File: config.mk
export PLATFORM = sky130hd
export DESIGN_NAME = pc_sequencer
export DESIGN_NICKNAME = d
export VERILOG_FILES = /design/src/rtl/pc_seq_pkg.sv /design/src/rtl/pc_ret_stack.sv /design/src/rtl/pc_sequencer.sv
export SDC_FILE = /design/constraint.sdc
export NUM_CORES = 1
export LEC_CHECK = 0
export BUFFER_PORTS_ARGS = -buffer_cell sky130_fd_sc_hd__clkbuf_2
export CAP_MARGIN = 0
export CELL_PAD_IN_SITES_DETAIL_PLACEMENT = 1
export CELL_PAD_IN_SITES_GLOBAL_PLACEMENT = 2
export CORE_ASPECT_RATIO = 1.25
export CORE_MARGIN = 2
export CORE_UTILIZATION = 38
export DETAILED_ROUTE_END_ITERATION = 10
export PLACE_DENSITY = 0.9
export SLEW_MARGIN = 25
export SYNTH_ARGS = -nofsm -noshare
export SYNTH_HDL_FRONTEND = slang
export SYNTH_SLANG_ARGS = --single-unit
File: constraint.sdc
create_clock -name clk -period 2.6 [get_ports clk]
set_input_delay 0.52 -clock clk [delete_from_list [all_inputs] [get_ports clk]]
set_output_delay 0.52 -clock clk [all_outputs]
set_load 0.1 [all_outputs]
File: src/rtl/pc_seq_pkg.sv
// rtl/pc_seq_pkg.sv - shared widths, state encoding and depth-width helper for pc_sequencer
package pc_seq_pkg;

  localparam int PC_W        = 8;
  localparam int STACK_DEPTH = 4;

  typedef enum logic {RUN, HALTED} seqState_t;

  // One extra bit so a completely full stack (depth == STACK_DEPTH) is representable.
  function automatic int depthW(input int n);
    return $clog2(n) + 1;
  endfunction

endpackage

File: src/rtl/pc_ret_stack.sv
// rtl/pc_ret_stack.sv - LIFO return-address stack; push on full and pop on empty are ignored
module pc_ret_stack #(
  parameter int PC_W        = pc_seq_pkg::PC_W,
  parameter int STACK_DEPTH = pc_seq_pkg::STACK_DEPTH
) (
  input  logic                                       clk,
  input  logic                                       rstN,
  input  logic                                       push,
  input  logic                                       pop,
  input  logic [PC_W-1:0]                            pushData,
  output logic [PC_W-1:0]                            topData,
  output logic [pc_seq_pkg::depthW(STACK_DEPTH)-1:0] depth,
  output logic                                       full,
  output logic                                       empty
);
  import pc_seq_pkg::*;

  localparam int DW = depthW(STACK_DEPTH);
  localparam int AW = $clog2(STACK_DEPTH);

  logic [PC_W-1:0] mem [STACK_DEPTH];
  logic [AW-1:0]   wrIdx;
  logic [AW-1:0]   rdIdx;

  assign full    = (depth == DW'(STACK_DEPTH));
  assign empty   = (depth == '0);
  assign wrIdx   = AW'(depth);
  assign rdIdx   = AW'(depth - DW'(1));
  assign topData = mem[rdIdx];

  always_ff @(posedge clk or negedge rstN) begin
    if (!rstN) begin
      depth <= '0;
    end else if (push && !full) begin
      depth <= depth + DW'(1);
    end else if (pop && !empty) begin
      depth <= depth - DW'(1);
    end
  end

  // Entries are not reset: contents above the depth pointer are never observed.
  always_ff @(posedge clk) begin
    if (push && !full) begin
      mem[wrIdx] <= pushData;
    end
  end

endmodule

File: src/rtl/pc_sequencer.sv
// rtl/pc_sequencer.sv - program counter with call/return stack and RUN/HALTED FSM
// Define PCSEQ_ERR_FLAGS_EN to build the sticky ovfErr/unfErr flags and errClear.
module pc_sequencer #(
  parameter int PC_W        = pc_seq_pkg::PC_W,
  parameter int STACK_DEPTH = pc_seq_pkg::STACK_DEPTH
) (
  input  logic                                       clk,
  input  logic                                       rstN,
  input  logic                                       stall,
  input  logic                                       jump,
  input  logic                                       call,
  input  logic                                       ret,
  input  logic                                       halt,
  input  logic                                       resume,
  input  logic [PC_W-1:0]                            target,
  input  logic                                       errClear,
  output logic [PC_W-1:0]                            pcCount,
  output logic [pc_seq_pkg::depthW(STACK_DEPTH)-1:0] depth,
  output logic                                       halted,
  output logic                                       ovfErr,
  output logic                                       unfErr
);
  import pc_seq_pkg::*;

  seqState_t       state, nextState;
  logic [PC_W-1:0] nextPc, pcPlus1, topData;
  logic            push, pop, full, empty;
  logic            setOvf, setUnf, active;

  assign pcPlus1 = pcCount + PC_W'(1);
  assign active  = (state == RUN) && !stall;
  assign halted  = (state == HALTED);

  always_ff @(posedge clk or negedge rstN) begin
    if (!rstN) begin
      state   <= RUN;
      pcCount <= '0;
    end else begin
      state   <= nextState;
      pcCount <= nextPc;
    end
  end

  always_comb begin
    nextState = state;
    nextPc    = pcCount;
    push      = 1'b0;
    pop       = 1'b0;
    setOvf    = 1'b0;
    setUnf    = 1'b0;
    if (state == HALTED) begin
      if (resume) nextState = RUN;
    end else if (!stall) begin
      if (ret) begin
        if (!empty) begin
          pop    = 1'b1;
          nextPc = topData;
        end else begin
          nextPc = pcPlus1;
          setUnf = 1'b1;
        end
      end else if (call) begin
        nextPc = target;
        if (!full) push = 1'b1;
        else       setOvf = 1'b1;
      end else if (jump) begin
        nextPc = target;
      end else if (halt) begin
        nextState = HALTED;
      end else begin
        nextPc = pcPlus1;
      end
    end
  end

  pc_ret_stack #(
    .PC_W       (PC_W),
    .STACK_DEPTH(STACK_DEPTH)
  ) uStack (
    .clk     (clk),
    .rstN    (rstN),
    .push    (push),
    .pop     (pop),
    .pushData(pcPlus1),
    .topData (topData),
    .depth   (depth),
    .full    (full),
    .empty   (empty)
  );

`ifdef PCSEQ_ERR_FLAGS_EN
  // Flags only move on active cycles; a set in the same cycle as errClear wins.
  always_ff @(posedge clk or negedge rstN) begin
    if (!rstN) begin
      ovfErr <= 1'b0;
      unfErr <= 1'b0;
    end else if (active) begin
      ovfErr <= setOvf | (ovfErr & ~errClear);
      unfErr <= setUnf | (unfErr & ~errClear);
    end
  end
`else
  logic unusedFlagInputs;
  assign unusedFlagInputs = errClear ^ setOvf ^ setUnf ^ active;
  assign ovfErr = 1'b0;
  assign unfErr = 1'b0;
`endif

endmodule

==> impl_metrics.py, run 1 <==
metrics = {
    "synth": {
        "synthTopCellsByCount": "edfxtp_1 (32), nand2_1 (18), dfrtp_1 (12), nor2_1 (12), o21ai_0 (11)",
        "synth_top_family_by_area": "simple AND/OR/NAND/NOR gates",
        "ys_seq_area_share_pct": 57.8,
        "synthFlopType": "edfxtp_1",
        "synthCells": 171,
        "ys_ff_latch": 44,
        "synthAdderAreaFrac_pct": 3.44,
        "synth.most_common_cell": "edfxtp_1",
        "async_reset_ff_share_pct": 27.3,
        "synth_area_leaders": "edfxtp_1 (44%), dfrtp_1 (14%), mux4_1 (4.8%)",
        "yosysUniqueCellTypes": 43,
        "synthMuxAreaShare_pct": 9.40,
        "synth_xor_area_share_pct": 3.21,
        "synth_compound_gate_area_share_pct": 10.9,
        "yosysWarnings": 0,
        "yosysTopAreaCell": "edfxtp_1",
        "syn_area_um2": 2180,
        "avgSynthCellArea_um2": 12.8,
        "synth_top_cell_area_share_pct": 44.0,
        "synth-edff-count": 32,
        "synthSimpleGateAreaFrac_pct": 11.0,
    },
    "final_layout": {
        "utilization_pct": 44.9,
        "n_antenna_cell": 0,
        "synthToLayoutAreaGrowth_pct": 12.7,
        "n_fill_cell": 599,
        "num-nets-final": 224,
        "drive_gt1_share_pct": 23.3,
    },
    "timing": {
        "post-route-period-util_pct": 78.9,
        "tns_ps": 0,
        "drv_slew": 0,
        "setup_violations": 0,
        "clock.fmax_mhz": 488,
        "period_needed_ps": 2050,
        "setup_slack_ps": 550,
        "rsz0062_at_grt": "false",
        "hold-worst-slack_ps": 103,
        "skew_ps": 9.20,
        "report.final.hold_viol_count": 0,
        "worst_pin_slew_ps": 577,
        "slew_headroom_pct": 61.4,
    },
    "floorplanning": {
        "design.die.area_um2": 6370,
        "die_w_um": 71.8,
        "core_um2": 5480,
        "rows": 30,
        "die_h_um": 88.7,
        "initial_core_util_pct": 39.8,
        "ios": 31,
    },
    "flow_run": {
        "cap_violations": 0,
    },
    "setup_path": {
        "critPathArrivalTime_ps": 2220,
        "criticalPathCategory": "register to register",
        "crit_chain": "inv_1 -> ha_1 -> mux4_2 -> nand2_1 -> o21ai_0 -> a22oi_1 -> o21ai_0",
        "cpMostUsedCell": "o21ai_0",
        "slowest_delay_ps": 570,
        "crit_family": "adder cells",
        "start_kind": "register",
        "required_ps": 2770,
        "crit_fanout": 11,
        "cp_num_buf_inv": 1,
        "cp_slowest_cell": "ha_1",
        "cp-end-kind": "register",
    },
    "detailed_routing": {
        "drc": 0,
        "first_pass_iters": 4,
        "wl_um": 4740,
        "via_per_inst": 5.39,
        "drtAntennaViolNets": 0,
        "drt_iter0_markers": 54,
        "vias": 1435,
        "drt-wirelength-per-cell_um": 17.8,
    },
    "global_route": {
        "grt_pass1_vias": 1443,
        "grt-ovfl-total": 0,
        "grt_util_all_layers_pct": 16.3,
        "grt_pass1_wl_um": 7730,
        "grt_max_degree": 15,
        "antenna_found_initial": 0,
    },
    "clock_network": {
        "clockBufferDepth": 2,
        "htreeDepth": 2,
        "cts_resized": 0,
        "cts-root-buf": "clkbuf_8",
        "clk_pin_slew_ps": 90,
        "cts_tree": "yes",
        "cts.sinks": 44,
        "cts_setup_buffers": 0,
        "numCtsBuffers": 5,
        "cts-hold-fix-buffers": 0,
        "clock_latency_ps": 300,
    },
    "power": {
        "p_leak_nw": 0.977,
        "p_per_area_nw_per_um2": 1290,
        "power_w": 0.00318,
        "ir_drop_v": 0.000561,
    },
    "place": {
        "io_buffers": 27,
        "dp_hpwl_um": 3600,
        "gp_congestion": 0.772,
        "pre_cts_slack_ps": 492,
    },
    "worst_hold_path": {
        "worstHoldPathType": "input pin to asynchronous set/reset pin",
    },
    "outcome": {
        "run_status": "finished, final reports clean",
    },
}
==> final timing paths <==
path,start,to,slack [ps],cells past startpoint
hold reg to reg,uStack.depth[2],uStack.depth[2],550,1
hold / removal,rstN,uStack.depth[1],100,1
max in group asynchronous,rstN,uStack.depth[0],2230,1
setup / recovery,uStack.depth[1],pcCount[4],550,7
setup reg to reg,uStack.depth[1],pcCount[4],550,7
min in group clk,resume,halted,400,2
==> state kept, by name, indices dropped and copies added (netlist names) <==
| signal | cells |
|---|---|
| halted | 1 |
| pcCount | 8 |
| uStack.depth | 3 |
| uStack.mem | 32 |
==> power breakdown <==
part | leakage, nW | internal [W] | switching [W] | total, W
Combinational | 0.495 | 0.000449 | 0.00119 | 0.00164
Clock | 0.0460 | 0.000188 | 0.000236 | 0.000424
Sequential | 0.436 | 0.000974 | 0.000140 | 0.00111
Total | 0.977 | 0.00161 | 0.00157 | 0.00318
==> layer usage <==
layer | track usage [%] | share of wire [%]
met1 | 20.4 | 45
met2 | 27.9 | 51
met3 | 3.30 | 2.8
met4 | 6.00 | 1.8
met5 | 0 | 0
==> metrics by stage <==
stage                     instances  area (µm²)
after global routing            266        2460
final                           266        2460
after global placement          258        2370
after detailed placement        258        2370
after CTS                       266        2460
after floorplan                 172        2190
==> layout make-up <==
class | instances | area (µm²) | share of cell area (%)
flip-flops and latches | 44 | 1260 | 51.3
repair buffers | 31 | 165 | 6.71
well taps | 64 | 80.1 | 3.26
inverters | 8 | 30.0 | 1.22
clock buffers | 5 | 68.8 | 2.80
clock inverters | 3 | 17.5 | 0.712
multi-input cells | 111 | 836 | 34.0
==> kinds of logic (layout without fill, tap and decap cells) <==
| group | Yosys count | after routing |
|---|---|---|
| AOI/OAI and AO/OA | 36 | 36 |
| DFF | 44 | 44 |
| adders and majority gates | 6 | 6 |
| and+or+nand+nor | 50 | 50 |
| muxes | 9 | 9 |
| xor gates and xnor gates | 8 | 8 |
| buffers and inverters | 17 | 47 |
| other | 1 | 2 |
==> cells in the final DEF, fill, tap and decap left out, types with 3 or more instances in the layout <==
cell,instances
ha_1,6
inv_1,8
and2_1,5
o21ai_0,11
mux4_2,4
a21oi_1,7
nor2_1,12
buf_4,4
nand3_1,5
nand2_1,18
xor2_1,3
clkbuf_8,5
mux4_1,4
clkbuf_2,27
edfxtp_1,32
xnor2_1,5
dfrtp_1,11
(Power assumes the default switching activity.)
==> run 2, diff against run 1 <==
--- a/config.mk
+++ b/config.mk
@@ -11,9 +11,9 @@
 export CELL_PAD_IN_SITES_GLOBAL_PLACEMENT = 2
 export CORE_ASPECT_RATIO = 1.25
 export CORE_MARGIN = 2
-export CORE_UTILIZATION = 38
+export CORE_UTILIZATION = 35
 export DETAILED_ROUTE_END_ITERATION = 10
-export PLACE_DENSITY = 0.9
+export PLACE_DENSITY = 0.87
 export SLEW_MARGIN = 25
 export SYNTH_ARGS = -nofsm -noshare
 export SYNTH_HDL_FRONTEND = slang
==> constraint.sdc (replaced) <==
create_clock -name clk -period 1.7 [get_ports clk]
set_input_delay 0.34 -clock clk [delete_from_list [all_inputs] [get_ports clk]]
set_output_delay 0.34 -clock clk [all_outputs]
set_load 0.1 [all_outputs]
==> run 2 against run 1 <==
  * Total power is 73% higher
  * Clock skew is 4.4 ps higher
  * Die area is 8.1% higher
  * Critical path depth is 1 lower
  * Sequential power is 56% higher
  * Via count is 5.5% higher
  * Fmax is 21% higher
  * First-iteration DRC count is 15% higher
  * Clock-buffer cell count stayed put
  * Largest cell class unchanged
  * Largest power group unchanged
==> impl_metrics.py, run 2 (synthesis gave the netlist of run 1 again) <==
metrics = {
    "outcome": {
        "run_status": "finished, final reports clean",
    },
    "timing": {
        "clock.fmax_mhz": 591,
        "tns_ps": 0,
        "drv_slew": 0,
        "period_needed_ps": 1690,
        "report.final.hold_viol_count": 0,
        "setup_slack_ps": 9.26,
        "slew_headroom_pct": 63.8,
        "post-route-period-util_pct": 99.5,
        "rsz0062_at_grt": "true",
        "setup_violations": 0,
        "worst_pin_slew_ps": 546,
        "skew_ps": 13.6,
    },
    "detailed_routing": {
        "first_pass_iters": 4,
        "wl_um": 5140,
        "drtAntennaViolNets": 0,
        "drc": 0,
        "via_per_inst": 5.06,
        "drt-wirelength-per-cell_um": 17.2,
        "drt_iter0_markers": 62,
        "vias": 1514,
    },
    "setup_path": {
        "cp_slowest_cell": "dfrtp_4",
        "required_ps": 1880,
        "cp-end-kind": "register",
        "cp_num_buf_inv": 1,
        "start_kind": "register",
        "crit_family": "flip-flops",
        "crit_fanout": 7,
        "criticalPathCategory": "register to register",
        "crit_chain": "inv_4 -> ha_4 -> mux4_2 -> o211a_1 -> o21ai_2 -> o211ai_1",
        "rr_startpoint": "uStack.depth[1]",
        "critPathArrivalTime_ps": 1870,
        "cp-startpoint": "uStack.depth[1]",
        "slowest_delay_ps": 450,
    },
    "final_layout": {
        "drive_gt1_share_pct": 37.9,
        "final_cell_mix": "edfxtp_1 (32), clkbuf_2 (25), nand2_1 (18)",
        "largest_reg_flops": 32,
        "synthToLayoutAreaGrowth_pct": 23.7,
        "n_fill_cell": 664,
        "max_flop_register": "uStack.mem",
        "utilization_pct": 44.4,
        "reg.largest.list": "uStack.mem: 32 flops, pcCount: 8 flops, uStack.depth: 3 flops",
        "layout_commonest_cell": "edfxtp_1",
        "n_antenna_cell": 0,
        "num-nets-final": 236,
    },
    "power": {
        "pwr-share-clk_pct": 14.6,
        "netSwitchingPower_w": 0.00254,
        "p_seq_share_pct": 31.5,
        "power.combinational.fraction_pct": 53.9,
        "ir_drop_v": 0.000651,
        "p_leak_nw": 1.05,
        "cellInternalPower_w": 0.00295,
        "p_per_area_nw_per_um2": 2030,
        "swShare_pct": 46.3,
    },
    "clock_network": {
        "cts_tree": "yes",
        "numCtsBuffers": 5,
        "htreeDepth": 2,
        "clk_pin_slew_ps": 90,
        "clockBufferDepth": 2,
        "clock_latency_ps": 300,
        "cts.sinks": 44,
        "cts-root-buf": "clkbuf_8",
    },
    "floorplanning": {
        "die_h_um": 92.3,
        "design.die.area_um2": 6890,
        "rows": 32,
        "die_w_um": 74.6,
        "ios": 31,
        "initial_core_util_pct": 35.9,
        "core_um2": 6090,
    },
    "global_route": {
        "grt_max_degree": 15,
        "grt_pass1_vias": 1593,
        "grt_util_all_layers_pct": 16.3,
        "grt-ovfl-total": 0,
        "antenna_found_initial": 0,
        "grt_pass1_wl_um": 8230,
    },
    "worst_hold_path": {
        "hold_path.startpoint": "resume",
        "worstHoldPathType": "input pin to register",
    },
    "place": {
        "dp_hpwl_um": 3830,
        "gp_congestion": 0.783,
        "io_buffers": 27,
        "pre_cts_slack_ps": -29.9,
    },
    "flow_run": {
        "cap_violations": 0,
    },
}
run 2: what timing repair did:
item,CTS,global route
pin swaps,1,3
hold buffers,1,0
gates resized for setup,1,4
buffers inserted,1,0
endpoints found under the hold margin,12,0
endpoints found under the setup margin,4,28
run 2: worst paths after layout:
path,slack (ps),cells past startpoint,to
worst min register to register,550,1,uStack.depth[2]
min in group asynchronous,480,2,uStack.depth[1]
worst min-delay path,200,2,halted
worst max register to register,9,6,pcCount[7]
max in group asynchronous,920,2,uStack.depth[0]
worst max-delay path,9,6,pcCount[7]
run 2: per-layer routing:
layer / track usage (%) / up-vias / share of wire (%)
li1: - / 717 / -
met1: 20.2 / 766 / 42
met2: 28.8 / 25 / 55
met3: 1.96 / 6 / 1.7
met4: 5.51 / 0 / 1.5
met5: 0 / - / 0
run 2: per-stage QoR:
stage	cells	hold slack, ps	power, W	cell area, µm²
4_1_cts	299	195	0.00551	2700
3_3_place_gp	289	257	0.00455	2570
2_1_floorplan	172	44.4	0.00391	2260
6_report	299	198	0.00549	2700
3_5_place_dp	289	258	0.00466	2570
5_1_grt	299	204	0.00577	2700
run 2: power groups by stage:
stage / logic [W] / registers, W / clock network, W
2_1_floorplan: 0.00124 / 0.00266 / 0
4_1_cts: 0.00296 / 0.00172 / 0.000824
3_5_place_dp: 0.00291 / 0.00174 / 0
6_report: 0.00296 / 0.00173 / 0.000801
5_1_grt: 0.00315 / 0.00176 / 0.000854
3_3_place_gp: 0.00282 / 0.00173 / 0
run 2: final cells by class:
cell class	count	area, µm²	share of cell area [%]
Tap cell	85	106	3.94
Inverter	8	35.0	1.30
Clock inverter	3	42.5	1.57
Timing Repair Buffer	43	288	10.7
Sequential cell	44	1280	47.4
Clock buffer	5	68.8	2.55
Multi-Input combinational cell	111	881	32.6
